<file path="src/rtl/swcond_pkg.sv">
// Shared constants for the switch conditioner: switch indices, switch count and
// default cycle counts for a 50 MHz clock.
package swcond_pkg;

    localparam int unsigned NUM_SW   = 4;

    // Switch roles
    localparam int unsigned SW_SPEED = 0;
    localparam int unsigned SW_SWING = 1;
    localparam int unsigned SW_DIR   = 2;
    localparam int unsigned SW_BLINK = 3;

    // Default cycle counts
    localparam int unsigned DEF_DEBOUNCE_CYCLES = 1_000_000;  // 20 ms
    localparam int unsigned DEF_TICK_CYCLES     = 50_000_000; // 1 s scroll step
    localparam int unsigned DEF_BLINK_CYCLES    = 12_500_000; // 250 ms half-period

endpackage

</file>
<file path="src/rtl/debounce_cell.sv">
// One switch bit: two-flop synchronizer (inverting the active-low raw input at
// capture) followed by a hold-time debouncer producing an active-high level.
module debounce_cell
    import swcond_pkg::*;
#(
    parameter int unsigned DEBOUNCE_CYCLES = DEF_DEBOUNCE_CYCLES
) (
    input  logic clk,
    input  logic rst,
    input  logic i_raw_n,
    output logic o_level
);

    localparam int unsigned CntW = $clog2(DEBOUNCE_CYCLES + 1);
    localparam logic [CntW-1:0] CntLast = CntW'(DEBOUNCE_CYCLES - 1);

    logic [1:0]      r_sync;
    logic [CntW-1:0] r_cnt;
    logic            r_level;

    // Synchronizer; inversion at the first stage so r_sync[1] is active-high
    always_ff @(posedge clk or posedge rst) begin
        if (rst) begin
            r_sync <= 2'b00;
        end else begin
            r_sync <= {r_sync[0], ~i_raw_n};
        end
    end

    // Level updates only after DEBOUNCE_CYCLES consecutive mismatching cycles
    always_ff @(posedge clk or posedge rst) begin
        if (rst) begin
            r_cnt   <= '0;
            r_level <= 1'b0;
        end else if (r_sync[1] == r_level) begin
            r_cnt   <= '0;
        end else if (r_cnt == CntLast) begin
            r_level <= r_sync[1];
            r_cnt   <= '0;
        end else begin
            r_cnt   <= r_cnt + CntW'(1);
        end
    end

    assign o_level = r_level;

endmodule

</file>
<file path="src/rtl/switch_conditioner.sv">
// Switch front-end: debounced active-high levels, optional edge pulses, scroll
// tick (half period while the speed switch is on) and blink phase.
// Optional feature macro: SW_EDGE_PULSE_EN (builds sw_rise/sw_fall registers;
// when undefined both outputs are tied low).
module switch_conditioner
    import swcond_pkg::*;
#(
    parameter int unsigned DEBOUNCE_CYCLES = DEF_DEBOUNCE_CYCLES,
    parameter int unsigned TICK_CYCLES     = DEF_TICK_CYCLES,
    parameter int unsigned BLINK_CYCLES    = DEF_BLINK_CYCLES
) (
    input  logic              clk,
    input  logic              rst,
    input  logic [NUM_SW-1:0] dip_switch,
    output logic [NUM_SW-1:0] sw_level,
    output logic [NUM_SW-1:0] sw_rise,
    output logic [NUM_SW-1:0] sw_fall,
    output logic              scroll_tick,
    output logic              blink_phase
);

    localparam int unsigned TickW  = $clog2(TICK_CYCLES);
    localparam int unsigned BlinkW = $clog2(BLINK_CYCLES + 1);
    localparam logic [TickW-1:0]  TickLastSlow = TickW'(TICK_CYCLES - 1);
    localparam logic [TickW-1:0]  TickLastFast = TickW'(TICK_CYCLES / 2 - 1);
    localparam logic [BlinkW-1:0] BlinkLast    = BlinkW'(BLINK_CYCLES - 1);

    logic [NUM_SW-1:0] w_level;
    logic [TickW-1:0]  w_tick_last;
    logic [TickW-1:0]  r_tick_cnt;
    logic              r_tick;
    logic [BlinkW-1:0] r_blink_cnt;
    logic              r_blink;

    for (genvar g = 0; g < NUM_SW; g++) begin : g_deb
        debounce_cell #(
            .DEBOUNCE_CYCLES(DEBOUNCE_CYCLES)
        ) u_debounce_cell (
            .clk     (clk),
            .rst     (rst),
            .i_raw_n (dip_switch[g]),
            .o_level (w_level[g])
        );
    end

    assign sw_level = w_level;

`ifdef SW_EDGE_PULSE_EN
    logic [NUM_SW-1:0] r_prev;
    logic [NUM_SW-1:0] r_rise;
    logic [NUM_SW-1:0] r_fall;

    // Registered compare against previous level gives one-cycle pulses
    always_ff @(posedge clk or posedge rst) begin
        if (rst) begin
            r_prev <= '0;
            r_rise <= '0;
            r_fall <= '0;
        end else begin
            r_prev <= w_level;
            r_rise <= w_level & ~r_prev;
            r_fall <= ~w_level & r_prev;
        end
    end

    assign sw_rise = r_rise;
    assign sw_fall = r_fall;
`else
    assign sw_rise = '0;
    assign sw_fall = '0;
`endif

    assign w_tick_last = w_level[SW_SPEED] ? TickLastFast : TickLastSlow;

    // Scroll counter; >= lets a speed change past the new limit wrap at once
    always_ff @(posedge clk or posedge rst) begin
        if (rst) begin
            r_tick_cnt <= '0;
            r_tick     <= 1'b0;
        end else if (r_tick_cnt >= w_tick_last) begin
            r_tick_cnt <= '0;
            r_tick     <= 1'b1;
        end else begin
            r_tick_cnt <= r_tick_cnt + TickW'(1);
            r_tick     <= 1'b0;
        end
    end

    // Blink counter; held in the visible phase while the blink switch is off
    always_ff @(posedge clk or posedge rst) begin
        if (rst) begin
            r_blink_cnt <= '0;
            r_blink     <= 1'b0;
        end else if (!w_level[SW_BLINK]) begin
            r_blink_cnt <= '0;
            r_blink     <= 1'b0;
        end else if (r_blink_cnt == BlinkLast) begin
            r_blink_cnt <= '0;
            r_blink     <= ~r_blink;
        end else begin
            r_blink_cnt <= r_blink_cnt + BlinkW'(1);
        end
    end

    assign scroll_tick = r_tick;
    assign blink_phase = r_blink;

endmodule
</file>
<file path="config.mk">
export PLATFORM = sky130hd
export DESIGN_NAME = switch_conditioner
export DESIGN_NICKNAME = d
export VERILOG_FILES = /design/src/rtl/swcond_pkg.sv /design/src/rtl/debounce_cell.sv /design/src/rtl/switch_conditioner.sv
export SDC_FILE = /design/constraint.sdc
export NUM_CORES = 1
export LEC_CHECK = 0
export CELL_PAD_IN_SITES_DETAIL_PLACEMENT = 1
export CELL_PAD_IN_SITES_GLOBAL_PLACEMENT = 2
export CORE_MARGIN = 2
export CORE_UTILIZATION = 45
export CTS_CLUSTER_SIZE = 30
export DETAILED_ROUTE_END_ITERATION = 6
export DONT_BUFFER_PORTS = 1
export PLACE_DENSITY = 0.94
export REMOVE_ABC_BUFFERS = 1
export SYNTH_ARGS = -nofsm -noshare
export SYNTH_HDL_FRONTEND = slang
export SYNTH_HIERARCHICAL = 1
export SYNTH_SLANG_ARGS = --single-unit
</file>
<file path="constraint.sdc">
create_clock -name clk -period 3.1 [get_ports clk]
set_clock_uncertainty 0.15 [all_clocks]
set_input_delay 0.31 -clock clk [delete_from_list [all_inputs] [get_ports clk]]
set_output_delay 0.31 -clock clk [all_outputs]
set_load 0.1 [all_outputs]
</file>
==> flow_summary.json <==
{
  "status": "finished, final reports clean",
  "path_delay_family": "simple AND/OR/NAND/NOR gates",
  "p_leak_nw": 3.45,
  "endpoint": "r_tick_cnt[23]",
  "dp_hpwl_mm": 11.9,
  "multi_input_area_mm2": 0.00373,
  "synthDistinctLibCells": 53,
  "htree_levels": 4,
  "async_flop_share": 1.00,
  "drive_gt1_frac": 0.108,
  "gp_congestion": 0.757,
  "ff2ff_path_depth": 4,
  "cts_tree": "done",
  "num_rows": 47,
  "path_class": "reg -> reg",
  "clk_pin_slew_ns": 0.06,
  "reg2reg_from": "r_tick_cnt[2]",
  "synth_top_family_by_area": "simple AND/OR/NAND/NOR gates",
  "total_power_mw": 4.24,
  "synth.yosys.seq_area_share": 0.477,
  "met1_usage": 0.268,
  "synth-simple-area-share": 0.268,
  "post_drt_via_cell_ratio": 5.98,
  "drc_errors": 0,
  "grt_use_met3": 0.0400,
  "cts_buffer_depth": 2,
  "synth_fa_ha_area_frac": 0.0248,
  "cap_violations": 0,
  "grt_start_max_net_pins": 38,
  "utilization": 0.512,
  "hold_class": "reg -> reg",
  "startpoint": "r_tick_cnt[2]",
  "seq_area_mm2": 0.00360,
  "rrSetupSlack_ns": 0.53,
  "final_net_count": 781,
  "antenna_found_initial": 1,
  "finalCritPeriodShare": 0.830,
  "timing.rr.end": "r_tick_cnt[23]",
  "synthesis.area_mm2": 0.00755,
  "synth_xor_area_frac": 0.0927,
  "synth_compound_area_frac": 0.0914,
  "grt_pass1_vias": 6321,
  "ios": 20,
  "endpoint_kind": "register",
  "slew-limit-headroom": 0.356,
  "drt-total-wl_mm": 18.0,
  "path_cells": "and4_1 > nand3_1 > or4_1 > a211oi_1",
  "area_growth_pct": 12.0,
  "vdd.ir_drop.worst_v": 0.000386,
  "final_cell_mix": "dfrtp_1, nor2_1, nand2_1",
  "place_ws_ns": 0.583,
  "arrival_ns": 2.74,
  "hold_viol": 0,
  "setup_slack_ns": 0.527,
  "grt_overflow": 0,
  "grt_use_total": 0.215,
  "fp.dieW_um": 134,
  "synth_edf_count": 0,
  "tightestPinTransition_ns": 0.966,
  "initial_core_util": 0.457,
  "vias": 5934,
  "period_minus_slack_ns": 2.57,
  "grt_pass1_wl_mm": 31.0,
  "ant_nets": 0,
  "cts-root-buf": "clkbuf_16",
  "syn_avg_cell_area_um2": 10.1,
  "yosys_warnings": 6,
  "drv_slew": 0,
  "power_density_mw_per_mm2": 501,
  "cts.sinks": 144,
  "fmax_ghz": 0.389,
  "portBuffers": 0,
  "crit_slowest_cell": "or4_1",
  "synth_flop_cell": "dfrtp_1",
  "core-area_mm2": 0.0165,
  "rsz0062_at_grt": "false",
  "synth_cells": 745,
  "cts_setup_buffers": 0,
  "drt_iter0_markers": 268,
  "cp.required_ns": 3.27,
  "clkLatencyLatePin_ns": 0.42,
  "cts.repair.resized": 0,
  "max_stage_delay_ns": 0.64,
  "met2_usage": 0.368,
  "dieArea_mm2": 0.0178,
  "crit_cells": 4,
  "fill_cells": 1815,
  "cts-buffers-inserted": 17,
  "cp_max_fo": 14,
  "ys_ff_latch": 144,
  "final-setup-viol-count": 0,
  "cp_num_buf_inv": 0,
  "grt.busiest_layer": "met2",
  "synth.area.mux_share": 0.0113,
  "cp-start-kind": "register",
  "final_common_cell": "dfrtp_1",
  "wire_per_inst_um": 18.1,
  "die_y_um": 134,
  "drt-pass1-iter-count": 4
}
## through the flow
| step | hold slack [ns] | setup TNS (ns) | area [um2] | cells |
|---|---|---|---|---|
| 6_report | 0.196 | 0 | 8460 | 993 |
| 5_1_grt | 0.215 | 0 | 8460 | 993 |
| 4_1_cts | 0.200 | 0 | 8460 | 992 |
| 3_5_place_dp | 0.0336 | 0 | 7790 | 956 |
| 3_3_place_gp | 0.0266 | 0 | 7790 | 956 |
| 2_1_floorplan | 0.162 | -3.62 | 7400 | 722 |
## layout make-up
class                      instances  share of cell area
clock buffer                      21              0.0544
multi-input combinational        559               0.441
sequential                       144               0.426
timing repair buffer              19              0.0183
inverter                          19             0.00843
antenna                            1            0.000296
clock inverter                    10              0.0189
tap                              220              0.0325
## where the power goes
| group | switching [mW] | internal, mW | leakage [nW] | total [mW] |
|---|---|---|---|---|
| sequential | 0.0167 | 1.90 | 1.97 | 1.91 |
| combinational | 0.117 | 0.0278 | 1.17 | 0.145 |
| clock | 0.796 | 1.38 | 0.303 | 2.18 |
## cell usage after synthesis (all sizes together), types with 3 or more instances
library cell	n	area share
clkbuf	9	0.0045
and3	18	0.016
nor3	23	0.015
buf	21	0.020
o31ai	25	0.025
a21oi	31	0.021
mux2	4	0.0060
dfrtp	144	0.48
nor4b	9	0.013
nor2	79	0.039
a211oi	13	0.013
or3	17	0.015
and4	19	0.023
o41ai	3	0.011
ha	15	0.025
nand4	37	0.031
nand2	48	0.024
mux2i	4	0.0053
o21ai	18	0.012
inv	19	0.0094
nand4b	5	0.0058
or2	3	0.0025
xnor2	34	0.039
nor4	19	0.022
nand3	44	0.031
or4	25	0.025
xor2	46	0.053
and2	3	0.0025
## state kept, by name (all words and copies together) (netlist names)
| name | count |
|---|---|
| g_deb.u_debounce_cell/r_sync | 8 |
| r_blink_cnt | 24 |
| scroll_tick | 1 |
| g_deb.u_debounce_cell/r_cnt | 80 |
| r_tick_cnt | 26 |
| g_deb.u_debounce_cell/o_level | 4 |
| blink_phase | 1 |
## worst min path at each step
| stage | cells after the start | startpoint | endpoint | slack, ns |
|---|---|---|---|---|
| floorplan | 1 | rst | g_deb[0].u_debounce_cell/o_level | 0.16 |
| global placement | 1 | rst | r_blink_cnt[16] | 0.03 |
| detailed placement | 1 | rst | r_blink_cnt[10] | 0.03 |
| CTS | 0 | g_deb[0].u_debounce_cell/r_sync[0] | g_deb[0].u_debounce_cell/r_sync[1] | 0.20 |
| global route | 0 | g_deb[0].u_debounce_cell/r_sync[0] | g_deb[0].u_debounce_cell/r_sync[1] | 0.21 |
| finish | 0 | g_deb[0].u_debounce_cell/r_sync[0] | g_deb[0].u_debounce_cell/r_sync[1] | 0.20 |
## metal layers
metal | share of wire | wire [um]
met3 | 0.024 | 439
met2 | 0.51 | 9130
met5 | 0 | 0
met4 | 0.022 | 395
met1 | 0.45 | 8030
## worst reg2reg max path, stage by stage, from the launching register on
cell      delay [ns]
dfrtp_1         0.45
and4_1          0.46
nand3_1         0.48
or4_1           0.64
a211oi_1        0.28
## timing repair
action,CTS,global route
hold buffers,5,0
hold endpoints to repair,111,0
setup endpoints to repair,0,0
## kinds of logic (layout without fill, tap and decap cells)
| logic type | after synthesis | count (layout) |
|---|---|---|
| muxes | 8 | 8 |
| xor gates and xnor gates | 80 | 80 |
| AOI/OAI and AO/OA | 96 | 96 |
| adders and majority gates | 15 | 15 |
| and+or+nand+nor | 352 | 352 |
| other | 1 | 9 |
| DFF | 144 | 144 |
| buffers and inverters | 49 | 69 |
Power figures use the tool's default switching activity.
